### src/rtl/alu_pkg.sv
`default_nettype none
// ============================================================================
// Module      : alu_pkg
// Description : Shared width and status-flag layout for the 16-bit adder ALU.
// Revision    : 1.0 - initial release
// ============================================================================
package alu_pkg;

    localparam int ALU_W  = 16;

    // Packed flag vector {S,ZR,CY,P,V} used by downstream flag consumers.
    localparam int FLAG_W  = 5;
    localparam int FLAG_S  = 4;
    localparam int FLAG_ZR = 3;
    localparam int FLAG_CY = 2;
    localparam int FLAG_P  = 1;
    localparam int FLAG_V  = 0;

    typedef struct packed {
        logic s;
        logic zr;
        logic cy;
        logic p;
        logic v;
    } flags_t;

    localparam flags_t c_FLAGS_RESET = '{s: 1'b0, zr: 1'b0, cy: 1'b0, p: 1'b0, v: 1'b0};

endpackage : alu_pkg
`default_nettype wire

### src/rtl/full_adder.sv
`default_nettype none
// ============================================================================
// Module      : full_adder
// Description : One-bit gate-level full adder, the cell of the ripple chain.
// Revision    : 1.0 - initial release
// ============================================================================
module full_adder (
    input  logic a,
    input  logic b,
    input  logic cin,
    output logic s,
    output logic cout
);

    logic w_axb;

    assign w_axb = a ^ b;
    assign s     = w_axb ^ cin;
    assign cout  = (a & b) | (cin & w_axb);

endmodule : full_adder
`default_nettype wire

### src/rtl/alu_16bit_struc.sv
`default_nettype none
// ============================================================================
// Module      : alu_16bit_struc
// Description : Structural ripple-carry adder ALU with registered sum and
//               sign/zero/carry/parity/overflow flags (1-cycle latency).
// Revision    : 1.0 - initial release
// ============================================================================
module alu_16bit_struc
    import alu_pkg::*;
(
    input  logic             clk,
    input  logic             rst_n,
    input  logic [ALU_W-1:0] X,
    input  logic [ALU_W-1:0] Y,
    output logic [ALU_W-1:0] Z,
    output logic             S,
    output logic             ZR,
    output logic             CY,
    output logic             P,
    output logic             V
);

    logic [ALU_W:0]   w_c;
    logic [ALU_W-1:0] w_sum;
    flags_t           w_flags;

    logic [ALU_W-1:0] r_z;
    flags_t           r_flags;

    assign w_c[0] = 1'b0;

    generate
        for (genvar gi = 0; gi < ALU_W; gi++) begin : g_bit
            full_adder u_fa (
                .a    (X[gi]),
                .b    (Y[gi]),
                .cin  (w_c[gi]),
                .s    (w_sum[gi]),
                .cout (w_c[gi+1])
            );
        end
    endgenerate

    // Overflow uses the carry into vs. out of the sign bit.
    always_comb begin
        w_flags    = c_FLAGS_RESET;
        w_flags.s  = w_sum[ALU_W-1];
        w_flags.zr = (w_sum == '0);
        w_flags.cy = w_c[ALU_W];
        w_flags.p  = ~^w_sum;
        w_flags.v  = w_c[ALU_W-1] ^ w_c[ALU_W];
    end

    always_ff @(posedge clk or negedge rst_n) begin
        if (!rst_n) begin
            r_z     <= '0;
            r_flags <= c_FLAGS_RESET;
        end else begin
            r_z     <= w_sum;
            r_flags <= w_flags;
        end
    end

    assign Z  = r_z;
    assign S  = r_flags.s;
    assign ZR = r_flags.zr;
    assign CY = r_flags.cy;
    assign P  = r_flags.p;
    assign V  = r_flags.v;

endmodule : alu_16bit_struc
`default_nettype wire

### config.mk
export PLATFORM = sky130hd
export DESIGN_NAME = alu_16bit_struc
export DESIGN_NICKNAME = d
export VERILOG_FILES = /design/src/rtl/alu_pkg.sv /design/src/rtl/full_adder.sv /design/src/rtl/alu_16bit_struc.sv
export SDC_FILE = /design/constraint.sdc
export NUM_CORES = 1
export LEC_CHECK = 0
export BUFFER_PORTS_ARGS = -buffer_cell sky130_fd_sc_hd__buf_2
export CAP_MARGIN = 30
export CORE_AREA = 4 4 59 61
export DETAILED_ROUTE_END_ITERATION = 10
export DIE_AREA = 0 0 63 65
export MAX_ROUTING_LAYER = met4
export PLACE_DENSITY = 0.74
export SKIP_LAST_GASP = 1
export SYNTH_ARGS = -nofsm -noshare
export SYNTH_HDL_FRONTEND = slang
export SYNTH_SLANG_ARGS = --single-unit
### constraint.sdc
create_clock -name clk -period 0.8 [get_ports clk]
set_clock_uncertainty 0.05 [all_clocks]
set_input_delay 0.16 -clock clk [delete_from_list [all_inputs] [get_ports clk]]
set_output_delay 0.16 -clock clk [all_outputs]
set_load 0.01 [all_outputs]
==> Yosys cells after proc, flatten, opt, wreduce, memory -nomap -nowiden <==
Cells that the tools add are included.
{ "classes": {"bitwise_logic": 78, "n_reduce_logical": 2} }
{ "op_table": {"columns": ["op", "n"], "rows": [
  ["1-bit bitwise XOR", 32],
  ["1-bit AND", 31],
  ["16-bit logical NOT", 1],
  ["16-bit XNOR reduction", 1],
  ["1-bit bitwise OR", 15]
]} }
{ "totals": {"ff_bits": 21, "in_bits": 34, "out_inout_bits": 21, "word_cells": 86} }

==> Logic depth before layout (Yosys ltp) <==
{ "depth": {"depth_word": 32, "depth_mapped": 31, "ltp_nobuf": 31} }

==> By module <==
Synthesis repeated with hierarchy kept, for this count alone.
{ "hier_totals": {"cells_unflattened": 73, "area_unflattened_um2": 1078.5} }
{ "by_module_without_submodules": {"columns": ["mod", "n_inst", "cells_per_inst", "area_per_inst_um2", "seq_area_each_um2"], "rows": [
  ["alu_16bit_struc", 1, 57, 758.2, 500.5],
  ["full_adder", 16, 1, 20.0, 0.0]
]} }

==> Least setup slack after synthesis <==
OpenSTA, ideal clock, no wires.
{ "synth_path": {"path_kind": "input to register", "startpoint": "input X[0]", "endpoint": "register r_flags, in the netlist P", "setup_time_ns": 0.080, "t_arrival_ns": 6.070, "required_ns": 0.670, "setup_slack_ns": -5.400, "path_stages": 31, "path_buffers": 0, "path_cell_list": "ha_1 > inv_1 > fa_1 > inv_1 > fa_1 > inv_1 > fa_1 > fa_1 > fa_1 > inv_1 > fa_1 > inv_1 > fa_1 > inv_1 > fa_1 > inv_1 > fa_1 > inv_1 > fa_1 > inv_1 > fa_1 > fa_1 > fa_1 > inv_1 > fa_1 > inv_1 > fa_1 > ha_1 > xnor2_1 > xnor2_1 > xnor2_1"} }
{ "synth_lines": {"columns": ["element", "line", "rtl"], "rows": [
  ["start, declared", "alu_16bit_struc.sv:13", "input logic [ALU_W-1:0] X,"],
  ["end signal, assigned", "alu_16bit_struc.sv:57", "r_flags <= c_FLAGS_RESET;"],
  ["end signal, assigned", "alu_16bit_struc.sv:60", "r_flags <= w_flags;"],
  ["end, declared", "alu_16bit_struc.sv:28", "flags_t r_flags;"]
]} }

==> summary.md <==
| Metric | Value |
|---|---|
| Global route overflow | `0` |
| Multi-input gate area | `557 sq um` |
| Critical Path Fanout Max | `2` |
| GRT Total Usage | `0.117` |
| Xor/xnor share of the synthesized area | `0.0590` |
| Initial core utilization | `0.399` |
| Sequential share of power | `0.376` |
| Cells after Synth | `104` |
| Synth top area share | `0.421` |
| Filler cells | `265` |
| Number of flops mapped to enable cells by yosys | `0` |
| Top cell type by total area after synthesis | `dfrtp_1` |
| Post-Syn Nets | `162` |
| Max Clock Freq | `170 MHz` |
| RSZ-0062 raised after global routing | `yes` |
| NetSw | `1.10 mW` |
| P_int | `2.25 mW` |
| TritonCTS Buffers | `3` |
| Arrival @ worst endpoint | `6040 ps` |
| Top cells by area, synth | `dfrtp_1 (42%), fa_1 (25%), inv_1 (15%)` |
| Fraction of the mapped netlist area in simple logic gates | `0.0137` |
| Non-Filler Instances | `197` |
| DR iter-0 viols | `9` |
| Global-route wire length before repair | `3530 um` |
| Yosys reg bits | `20` |
| Chip Width | `63 um` |
| Min Tclk post-route | `5870 ps` |
| 1st-pass router iterations | `3` |
| Clock share of power | `0.139` |
| Netlist Area Pre-Place | `0.00119 sq mm` |
| Initial antenna violation count | `0` |
| CTS tree | `built` |
| Seq/Total Area, Yosys | `0.421` |
| CP most frequent cell | `fa_2` |
| Status | `finished with violations` |
| Rel. slew slack | `0.815` |
| Port bufs | `54` |
| Post-DP HPWL | `1930 um` |
| WP data required | `980 ps` |
| Critical path type | `input port to flip-flop` |
| Final setup viols | `40` |
| Clock sinks | `20` |
| YS warnings | `0` |
| H-tree levels | `1` |
| Core Region | `0.00298 sq mm` |
| Adder-Cell Fraction of Synth Area | `0.348` |
| Gate power share | `0.484` |
| CP endpoint kind | `flip-flop` |
| Largest net degree at the start of global routing | `21` |
| Layout Nets | `224` |
| Hold Crit Class | `input port to flip-flop` |
| CP startpoint kind | `input port` |
| I/O pin cnt | `55` |
| WL/cell | `11.2 um` |
| Final ANT Viol Nets | `0` |
| Routed vias | `814` |
| Share of layout cells above drive strength 1 | `0.598` |
| Netlist cell types | `8` |
| Max_cap viols | `0` |
| Async SR Flop Fraction | `1.00` |
| Period utilisation layout | `7.33` |
| Post-synth top cells | `inv_1 (48), dfrtp_1 (20), fa_1 (15), ha_1 (9), xnor2_1 (8)` |
| Mux share of post-synthesis cell area | `0` |
| CP startpoint | `X[0]` |
| Failing checks | `setup timing` |
| Main synth FF type | `dfrtp_1` |
| Setup TNS | `-55,780 ps` |
| GPL Wtd Cong | `0.772` |
| Die ar. | `0.00410 sq mm` |
| CP Capture Point | `P` |
| Setup WS post-layout | `-5070 ps` |
| Number of vias per cell | `4.13` |
| Worst vdd ir | `0.652 mV` |
| Tightest Pin Transition | `277 ps` |
| Post-Place Cells | `190` |
| Cell Rows | `20` |
| Most frequent cell after synthesis | `inv_1` |
| Post-Route WL | `2200 um` |
| Die H | `65 um` |
| Register area | `500 sq um` |
| Final Hold Vio Count | `0` |
| Leak pwr | `0.912 nW` |
| Worst Hold Depth | `2` |
| Power Density | `2060 mW/mm^2` |
| Clock buffer depth | `2` |
| Synth Area in Compound Gates | `0` |
| N_diodes | `0` |
| Min Hold Slack | `32.2 ps` |
| Area Overhead vs Synth | `37.4%` |
| Clock Root Buffer | `clkbuf_4` |
| Sw Share | `0.328` |
| Clock Pin Slew Worst Setup and Hold Paths | `100 ps` |
| Residual DRC | `0` |
| CP max stage cell | `fa_1` |
| Combinational family with the most area after synthesis | `adder cells` |
| Mean post-synth cell area | `11.4 sq um` |
| Number of global-route vias before repair | `842` |
| Fin. max-slew vios | `0` |
| Slowest stage delay, CP | `500 ps` |
-- state kept, by name, indices dropped and copies added (netlist names) --
| signal | cells |
|---|---|
| ZR | 1 |
| V | 1 |
| Z | 15 |
| S | 1 |
| P | 1 |
| CY | 1 |
-- cell families (layout without fill, tap and decap cells) --
family                   count (synthesis)  count (layout)
adder cells (fa/ha/maj)                 24              24
AND/OR/NAND/NOR                          3               3
buffers and inverters                   49             109
XOR/XNOR                                 8               8
flip-flops                              20              20
-- cells in the final DEF (no fill, tap or decap) --
cell type / synthesis / layout
dfrtp_1: 20 / 20
ha_4: 0 / 1
clkbuf_4: 0 / 4
inv_1: 48 / 27
xnor2_1: 8 / 7
nor2_1: 1 / 1
fa_2: 0 / 14
buf_2: 0 / 49
dlygate4sd3_1: 0 / 1
ha_1: 9 / 7
ha_2: 0 / 1
xnor2_2: 0 / 1
nand4_1: 2 / 2
buf_4: 1 / 3
inv_2: 0 / 21
buf_6: 0 / 4
fa_1: 15 / 1
-- repair_timing --
| action | 4_1_cts | 5_1_grt |
|---|---|---|
| hold buffers | 1 | 0 |
| hold endpoints to repair | 20 | 0 |
| endpoints found under the setup margin | 40 | 50 |
| gates resized for setup | 4 | 12 |
| pin swaps | 3 | 0 |
| setup buffers | 1 | 2 |
-- per-stage QoR --
step                utilization  worst slack [ps]  instance area (sq um)  total power [mW]
finish                    0.548             -5070                   1630              3.35
global route              0.548             -5240                   1630              3.59
CTS                       0.538             -5100                   1600              3.33
detailed placement        0.518             -5490                   1540              2.80
global placement          0.518             -5420                   1540              2.75
floorplan                     -             -5150                   1240              2.33
-- critical path: cells and delay by family --
family	cells	cell delay, ps
XOR/XNOR	3	420
adder cells (fa/ha/maj)	17	4860
buffers and inverters	12	590
-- per-layer routing --
| metal | share of wire | vias to the layer above | global-route usage | routed length, um |
|---|---|---|---|---|
| met5 | 0 | - | - | 0 |
| met1 | 0.33 | 379 | 0.110 | 731 |
| li1 | - | 400 | - | - |
| met4 | 0.020 | 0 | 0.0661 | 43 |
| met2 | 0.57 | 29 | 0.219 | 1260 |
| met3 | 0.075 | 6 | 0.0260 | 165 |
-- worst min-delay path by stage --
stage,start,to,slack (ps)
floorplan,rst_n,CY,-190
global placement,rst_n,Z[6],70
detailed placement,rst_n,Z[7],80
CTS,Y[0],Z[0],30
global route,Y[0],Z[0],30
finish,Y[0],Z[0],30
-- power by group through the flow --
stage	Clock (mW)	Sequential [mW]	Combinational, mW
finish	0.468	1.26	1.62
global route	0.522	1.28	1.79
CTS	0.488	1.26	1.59
detailed placement	0	1.28	1.52
global placement	0	1.28	1.47
floorplan	0	1.40	0.927
-- final cells by class --
cell class	count	area share
sequential	20	0.307
clock buffer	3	0.0138
tap	33	0.0253
timing repair buffer	58	0.202
inverter	48	0.110
multi-input combinational	35	0.341
(Power assumes the default switching activity.)
